===== config.mk =====
export PLATFORM = sky130hd
export DESIGN_NAME = gpio_axi_wr_slave
export DESIGN_NICKNAME = d
export VERILOG_FILES = /design/src/rtl/gpio_pkg.sv /design/src/rtl/gpio_wr_regfile.sv /design/src/rtl/gpio_axi_wr_slave.sv
export SDC_FILE = /design/constraint.sdc
export NUM_CORES = 1
export LEC_CHECK = 0
export BUFFER_PORTS_ARGS = -buffer_cell sky130_fd_sc_hd__buf_2
export CAP_MARGIN = 10
export CORE_MARGIN = 2
export CORE_UTILIZATION = 41
export DETAILED_ROUTE_END_ITERATION = 16
export PLACE_DENSITY = 0.79
export SYNTH_ARGS = -nofsm -noshare
export SYNTH_HDL_FRONTEND = slang
export SYNTH_SLANG_ARGS = --single-unit

===== constraint.sdc =====
create_clock -name clock -period 2 [get_ports clock]
set_clock_uncertainty 0.15 [all_clocks]
set_input_delay 0.2 -clock clock [delete_from_list [all_inputs] [get_ports clock]]
set_output_delay 0.2 -clock clock [all_outputs]
set_load 0.05 [all_outputs]

===== src/rtl/gpio_pkg.sv =====
// Shared definitions for the GPIO AXI4-Lite write slave.
//   - Register index constants for the write register map
//   - AXI write response codes
//   - Write-channel FSM state type
//   - Helper that expands byte strobes into a per-bit write mask
package gpio_pkg;

   localparam logic [31:0] IDX_DATA = 32'd0;
   localparam logic [31:0] IDX_DIR  = 32'd1;
   localparam logic [31:0] IDX_SET  = 32'd2;
   localparam logic [31:0] IDX_CLR  = 32'd3;

   localparam logic [1:0] RESP_OKAY   = 2'b00;
   localparam logic [1:0] RESP_SLVERR = 2'b10;

   typedef enum logic [2:0] {
      StIdle,
      StWaitW,
      StWaitAw,
      StExec,
      StResp
   } gpio_state_e;

   // Every bit of byte lane b follows strobe bit b.
   function automatic logic [31:0] strb_mask(input logic [3:0] strb);
      logic [31:0] mask;
      mask = '0;
      for (int b = 0; b < 4; b++) begin
         mask[b*8 +: 8] = {8{strb[b]}};
      end
      return mask;
   endfunction

endpackage


===== src/rtl/gpio_wr_regfile.sv =====
// GPIO output-data and direction registers.
// Applies a strobe-masked DATA/DIR/SET/CLR operation when we_i is high for
// one cycle; the result is visible on the outputs the following cycle.
// Ports:
//   clock, reset   system clock, synchronous active-high reset
//   we_i           one-cycle write enable (valid index only)
//   op_i           low two bits of the register index
//   data_i         raw write data (only [NPINS-1:0] used)
//   strb_i         byte strobes
//   gpio_out_o     output-data register
//   gpio_oe_o      direction register (1 = drive)
module gpio_wr_regfile
   import gpio_pkg::*;
#(
   parameter int unsigned NPINS = 8
) (
   input  logic             clock,
   input  logic             reset,
   input  logic             we_i,
   input  logic [1:0]       op_i,
   input  logic [31:0]      data_i,
   input  logic [3:0]       strb_i,
   output logic [NPINS-1:0] gpio_out_o,
   output logic [NPINS-1:0] gpio_oe_o
);

   logic [NPINS-1:0] gpio_out_q, gpio_out_d;
   logic [NPINS-1:0] gpio_oe_q, gpio_oe_d;
   logic [31:0]      mask_full;
   logic [NPINS-1:0] mask;
   logic [NPINS-1:0] wdata;
   logic [NPINS-1:0] wbits;

   assign mask_full = strb_mask(strb_i);
   assign mask      = mask_full[NPINS-1:0];
   assign wdata     = data_i[NPINS-1:0];
   // Data bits that are both strobed and set.
   assign wbits     = wdata & mask;

   // Bits above NPINS are intentionally ignored.
   logic unused_bits;
   assign unused_bits = ^{mask_full, data_i};

   always_comb begin
      gpio_out_d = gpio_out_q;
      gpio_oe_d  = gpio_oe_q;
      if (we_i) begin
         unique case (op_i)
            IDX_DATA[1:0]: gpio_out_d = (gpio_out_q & ~mask) | wbits;
            IDX_DIR[1:0]:  gpio_oe_d  = (gpio_oe_q & ~mask) | wbits;
            IDX_SET[1:0]:  gpio_out_d = gpio_out_q | wbits;
            IDX_CLR[1:0]:  gpio_out_d = gpio_out_q & ~wbits;
            default:       gpio_out_d = gpio_out_q;
         endcase
      end
   end

   always_ff @(posedge clock) begin
      if (reset) begin
         gpio_out_q <= '0;
         gpio_oe_q  <= '0;
      end else begin
         gpio_out_q <= gpio_out_d;
         gpio_oe_q  <= gpio_oe_d;
      end
   end

   assign gpio_out_o = gpio_out_q;
   assign gpio_oe_o  = gpio_oe_q;

endmodule


===== src/rtl/gpio_axi_wr_slave.sv =====
// AXI4-Lite write-channel slave for the GPIO peripheral.
// Accepts AW and W in either order (or together), executes one register
// write in a single EXEC cycle, then holds the B response until accepted.
// One transaction in flight at a time.
// Ports:
//   clock, reset                 system clock, synchronous active-high reset
//   AWvalid/AWready/AWaddr       write-address channel (index = AWaddr[IDX_BITS-1:0])
//   Wvalid/Wready/Wdata/Wstrb    write-data channel
//   Bvalid/Bready/Bresp          write-response channel
//   gpio_out, gpio_oe            GPIO output-data and direction registers
//   wr_pulse                     one-cycle strobe when a register is updated
module gpio_axi_wr_slave
   import gpio_pkg::*;
#(
   parameter int unsigned NPINS    = 8,
   parameter int unsigned IDX_BITS = 3
) (
   input  logic             clock,
   input  logic             reset,
   input  logic             AWvalid,
   output logic             AWready,
   input  logic [31:0]      AWaddr,
   input  logic             Wvalid,
   output logic             Wready,
   input  logic [31:0]      Wdata,
   input  logic [3:0]       Wstrb,
   output logic             Bvalid,
   input  logic             Bready,
   output logic [1:0]       Bresp,
   output logic [NPINS-1:0] gpio_out,
   output logic [NPINS-1:0] gpio_oe,
   output logic             wr_pulse
);

   gpio_state_e         state_q, state_d;
   logic [IDX_BITS-1:0] idx_q, idx_d;
   logic [31:0]         data_q, data_d;
   logic [3:0]          strb_q, strb_d;
   logic                bvalid_q, bvalid_d;
   logic [1:0]          bresp_q, bresp_d;
   logic                reg_we;
   logic [31:0]         idx_ext;
   logic                idx_valid;

   assign idx_ext   = 32'(idx_q);
   assign idx_valid = (idx_ext <= IDX_CLR);

   // Address bits above the index alias by design.
   logic unused_addr;
   assign unused_addr = ^AWaddr;

   // Readies decode registered state only, forced low during reset.
   assign AWready = !reset && ((state_q == StIdle) || (state_q == StWaitAw));
   assign Wready  = !reset && ((state_q == StIdle) || (state_q == StWaitW));

   always_comb begin
      state_d  = state_q;
      idx_d    = idx_q;
      data_d   = data_q;
      strb_d   = strb_q;
      bvalid_d = bvalid_q;
      bresp_d  = bresp_q;
      reg_we   = 1'b0;
      wr_pulse = 1'b0;
      unique case (state_q)
         StIdle: begin
            if (AWvalid && Wvalid) begin
               idx_d   = AWaddr[IDX_BITS-1:0];
               data_d  = Wdata;
               strb_d  = Wstrb;
               state_d = StExec;
            end else if (AWvalid) begin
               idx_d   = AWaddr[IDX_BITS-1:0];
               state_d = StWaitW;
            end else if (Wvalid) begin
               data_d  = Wdata;
               strb_d  = Wstrb;
               state_d = StWaitAw;
            end
         end
         StWaitW: begin
            if (Wvalid) begin
               data_d  = Wdata;
               strb_d  = Wstrb;
               state_d = StExec;
            end
         end
         StWaitAw: begin
            if (AWvalid) begin
               idx_d   = AWaddr[IDX_BITS-1:0];
               state_d = StExec;
            end
         end
         StExec: begin
            reg_we   = idx_valid;
            wr_pulse = idx_valid;
            bresp_d  = idx_valid ? RESP_OKAY : RESP_SLVERR;
            bvalid_d = 1'b1;
            state_d  = StResp;
         end
         StResp: begin
            if (Bready) begin
               bvalid_d = 1'b0;
               state_d  = StIdle;
            end
         end
         default: state_d = StIdle;
      endcase
   end

   always_ff @(posedge clock) begin
      if (reset) begin
         state_q  <= StIdle;
         idx_q    <= '0;
         data_q   <= '0;
         strb_q   <= '0;
         bvalid_q <= 1'b0;
         bresp_q  <= RESP_OKAY;
      end else begin
         state_q  <= state_d;
         idx_q    <= idx_d;
         data_q   <= data_d;
         strb_q   <= strb_d;
         bvalid_q <= bvalid_d;
         bresp_q  <= bresp_d;
      end
   end

   assign Bvalid = bvalid_q;
   assign Bresp  = bresp_q;

   gpio_wr_regfile #(
      .NPINS (NPINS)
   ) u_regfile (
      .clock      (clock),
      .reset      (reset),
      .we_i       (reg_we),
      .op_i       (idx_ext[1:0]),
      .data_i     (data_q),
      .strb_i     (strb_q),
      .gpio_out_o (gpio_out),
      .gpio_oe_o  (gpio_oe)
   );

endmodule


* After elaboration in Yosys (flattened, before gate mapping)
Index checks and enable logic that the tools add are counted.
** Word-level totals
- Flip-flop bits (word level) :: 61
- Bits of input ports :: 73
- Output and inout bits :: 22
- Word-level logic and storage cells :: 70
** Operators by class
- $lt $le $gt $ge :: 1
- Equal/unequal tests :: 12
- Muxes and demuxes :: 23
- Bitwise logic cells :: 9
- Reduce and logical (&&, ||, !) cells :: 17
** Operators with widths (number)
- $mux W32 :: 3
- $pmux W32 S2 :: 1
- $and A8 B8 Y8 :: 4
- $mux W3 :: 8
- $or A8 B8 Y8 :: 3
- $pmux W8 S3 :: 1
- $not A8 Y8 :: 2
- $pmux W3 S5 :: 1
- $mux W4 :: 3
- $pmux W4 S2 :: 1
- $reduce_and A2 Y1 :: 4
- $eq A3 B2 Y1 const B :: 2
- $ne A2 B2 Y1 const B :: 3
- $pmux W3 S2 :: 1
- $reduce_bool A2 Y1 :: 3
- $eq A2 B2 Y1 const B :: 2
- $ne A4 B3 Y1 const B :: 1
- $reduce_and A4 Y1 :: 1
- $eq A3 B1 Y1 const B :: 1
- $eq A3 B3 Y1 const B :: 1
- $le A3 B2 Y1 const B :: 1
- $logic_and A1 B1 Y1 :: 3
- $logic_not A3 Y1 :: 1
- $ne A3 B2 Y1 const B :: 1
- other kinds (8) :: 10

* Depth between registers and ports, before layout
- Depth in word-level cells :: 4
- Mapped depth :: 5
- Depth with buffers taken out :: 4

* Hierarchy
A second synthesis with hierarchy kept.
** Second synthesis, totals
- Cells, all modules :: 293
- Area, all modules :: 2509.9 µm²
** By module, submodules not included
- gpio_axi_wr_slave :: instances 1, cells each 202, area an instance 1697.9 µm², seq. area each 880.8 µm²
- gpio_wr_regfile :: instances 1, cells each 91, area an instance 812.0 µm², seq. area each 320.3 µm²

* Worst setup path before layout
No wires, ideal clock.
- Path kind :: register to output
- Start point :: reg state_q[0]
- End point :: out AWready
- Data arrival time :: 1533 ps
- Data required time :: 1650 ps
- Slack :: 117 ps
- Cell stages (with the launch flop) :: 3
- Cells stage by stage :: dfxtp_1 > buf_2 > nor3_1
** On the way
- Word-level cells in the longest chain between the ends :: 3
- Elaborated cells between the ends (all ways) :: 4
- Classes of those cells :: 1 x eq/ne; 3 x reduce/logical
** Ends and longest elaborated chain
- start, declared :: line gpio_axi_wr_slave.sv:35 : gpio_state_e state_q, state_d;
- start signal, assigned :: line gpio_axi_wr_slave.sv:113 : state_q <= StIdle;
- start signal, assigned :: line gpio_axi_wr_slave.sv:120 : state_q <= state_d;
- $eq A3 B2 Y1 / $logic_not A3 Y1 (equally long branches) :: line gpio_axi_wr_slave.sv:53 : assign AWready = !reset && ((state_q == StIdle) || (state_q == StWaitAw));
- $logic_or A1 B1 Y1 (*) :: line gpio_axi_wr_slave.sv:53
- $logic_and A1 B1 Y1 (*) :: line gpio_axi_wr_slave.sv:53
- end, declared :: line gpio_axi_wr_slave.sv:21 : output logic AWready,
Mark *: on every way between the ends. The rest lies on a longest branch, timed or not.

* Worst setup path in the final report
- Start point :: reg state_q[0]
- End point :: out wr_pulse
** On the way
- Word-level cells in the longest chain between the ends :: 2
** Ends and longest elaborated chain
- $eq A3 B2 Y1 :: line gpio_axi_wr_slave.sv:65 : unique case (state_q)
- $mux W1 :: line gpio_axi_wr_slave.sv:65
- end, declared :: line gpio_axi_wr_slave.sv:32 : output logic wr_pulse
No other way between the ends.

==> key figures <==
Outcome
  • Status: finished, final reports clean

Die
  • Initial Util: 42.7%
  • IO Pins: 95
  • Die area: 3970 µm²
  • Std cell rows: 21
  • Die width: 63.0 µm
  • Die H: 63.0 µm
  • Core box area: 3340 µm²

Synthesis
  • FFs w/ async S/R, synth: 0%
  • Distinct cells, synth: 29
  • Syn_nets: 232
  • Post-synthesis cell area: 1430 µm²
  • Post-synthesis cell count: 159
  • Most used DFF post-synth: dfxtp_1
  • Average size of a mapped cell: 8.97 µm²
  • Post-synth EDFFs: 0
  • Yosys reg bits: 33
  • Post-synthesis sequential area ratio: 46.3%
  • Total number of yosys warnings: 0

Routing
  • First-pass DRT Iterations: 6
  • Routed vias: 1289
  • Vias/cell: 4.98
  • Routed WL per cell: 12.5 µm
  • DRT antenna net count: 0
  • Final WL: 3.25 mm
  • DRC Markers: 0
  • First DRT Iteration DRCs: 33

Clock network
  • Clock Path Buffers: 2
  • Worst-Skew Late Latency: 0.33 ns
  • Post-CTS sizing: 0
  • CTS Buf Count: 5
  • H-tree depth: 2
  • CTS sink cnt: 33
  • Clock slew at reported path FFs: 0.11 ns
  • CTS root buf: clkbuf_4
  • TritonCTS clock tree: yes

Timing
  • FMAX: 558 MHz
  • Final setup violation count: 0
  • Slew Viols, Final: 0
  • RSZ-0062 raised after global routing: no
  • Final Critical Period: 1.79 ns
  • Setup TNS: 0 ns
  • Final hold vios: 0
  • Tcrit/Tclk final: 89.6%

Power
  • Net Sw Frac: 27.4%
  • Power after layout: 1650 µW
  • Worst vdd ir: 0.000644 V
  • Pwr/cell area: 875 nW/µm²
  • Clock share of power: 37.4%
  • Leakage: 0.000839 µW
  • Comb power frac: 18.3%
  • Int Power: 1200 µW
  • Switching Power: 452 µW
  • Sequential group share of total power: 44.3%

Worst setup path
  • Type of origin of the critical path: register
  • Worst Path Required: 1.65 ns
  • Worst-path fanout max: 8
  • Top cell family by delay on the critical path: flip-flops
  • WS Path Type: reg -> out
  • Crit path largest cell delay: 0.52 ns
  • Reg2Reg Setup Slack: 0.22 ns
  • Slowest-stage cell, CP: dfxtp_1
  • Worst path cell trace: nand3b_4 -> nor2_1 -> buf_2
  • Worst setup EP type: primary output
  • Worst Path Arrival: 1.44 ns
  • Bufs and invs on worst path: 1

Cells and area
  • Seq. cell area: 661 µm²
  • Layout cell share with drive strength beyond 1: 26.8%
  • # fillers: 313
  • Synth-to-Final Area Change: 32.5%
  • # diodes: 0
  • Area occupied by multi-input gates: 692 µm²
  • Fin nets: 285

Global route
  • First-pass GRT wire length: 5.68 mm
  • Total gr overflow: 0
  • Largest net degree at the start of global routing: 28
  • Initial antenna violation count: 0
  • Vias in the first global route: 1277
  • Total GRT Usage: 18.0%

Worst hold path
  • Min-Delay Path Class: in -> reg

Place
  • Gpl congestion: 0.814
  • IO Port Bufs: 37
  • Post-DP HPWL: 2.19 mm

Flow run
  • Max cap viols: 0
==> layout by cell type (no fill, tap or decap), drive strengths merged, types with 4 or more instances in the layout <==
cell         instances
a21oi               15
buf                 43
clkbuf               5
dfxtp               33
dlygate4sd3         12
inv                  7
mux2i               18
nand2                6
nand2b               8
nand3                4
nor2                27
nor3                 5
o21ai                8
o32ai                5
==> Yosys cell counts, types with 2 or more instances <==
cell type / n / area share, %
o32ai_1: 5 / 3.1
nand3_1: 4 / 1.4
dfxtp_1: 33 / 46
a21oi_1: 15 / 5.3
o21ai_0: 8 / 2.8
inv_1: 7 / 1.8
clkbuf_1: 5 / 1.3
nor2b_1: 3 / 1.3
nand2b_1: 8 / 3.5
buf_2: 2 / 0.70
mux2i_1: 18 / 13
nor2_1: 26 / 6.8
nor3_1: 4 / 1.4
nand2_1: 6 / 1.6
==> worst reg2reg max path, delay by kind of cell, from the launching register on <==
family / cells / cell delay, ns
simple gates: 2 / 0.75
flops: 1 / 0.52
compound gates: 2 / 0.25
==> kinds of logic (layout without fill, tap and decap cells) <==
family	after synthesis	in the layout	share of synthesized area (%)
simple gates	59	59	21.9
flops	33	33	46.3
compound gates	32	32	13.7
mux	18	18	12.6
buf+inv	16	70	5.18
other cells	1	1	0.263
==> final timing paths <==
kind	startpoint	end	cells after the start
max	state_q[0]	wr_pulse	3
min	AWvalid	idx_q[2]	3
max reg2reg	state_q[0]	u_regfile.gpio_out_o[4]	4
min reg2reg	u_regfile.gpio_out_o[3]	u_regfile.gpio_out_o[3]	2
==> routing by layer <==
layer | GRT usage, % | wire [µm] | up-vias
met4 | 9.17 | 61 | 0
met5 | 0 | 0 | -
met3 | 4.14 | 125 | 7
li1 | - | - | 651
met1 | 22.0 | 1560 | 600
met2 | 29.5 | 1500 | 31
==> area by class of cell <==
cell class	instances	share of cell area (%)
timing repair buffer	55	18.5
inverter	7	1.39
clock inverter	3	3.44
multi-input combinational	110	36.6
tap	46	3.05
sequential	33	35.0
clock buffer	5	1.99
==> per-stage QoR <==
| stage | setup WS [ns] | cell area [µm²] | std cells | hold slack, ns | util (%) |
|---|---|---|---|---|---|
| global placement | 0.264 | 1670 | 239 | 0.283 | 49.9 |
| floorplan | 0.117 | 1430 | 159 | 0.197 | - |
| CTS | 0.204 | 1890 | 259 | 0.0259 | 56.6 |
| global route | 0.100 | 1890 | 259 | 0.0305 | 56.6 |
| finish | 0.208 | 1890 | 259 | 0.0243 | 56.6 |
| detailed placement | 0.231 | 1670 | 239 | 0.292 | 49.9 |
==> power by group through the flow <==
stage	registers, µW	logic [µW]	clock network, µW
6_report	732	302	619
3_5_place_dp	747	281	0
4_1_cts	732	301	622
5_1_grt	740	336	653
2_1_floorplan	734	226	0
3_3_place_gp	745	277	0
==> what timing repair did <==
item | 4_1_cts | 5_1_grt
hold buffers | 12 | 0
buffers inserted | 0 | 0
hold endpoints to repair | 12 | 0
(Power assumes the default switching activity.)
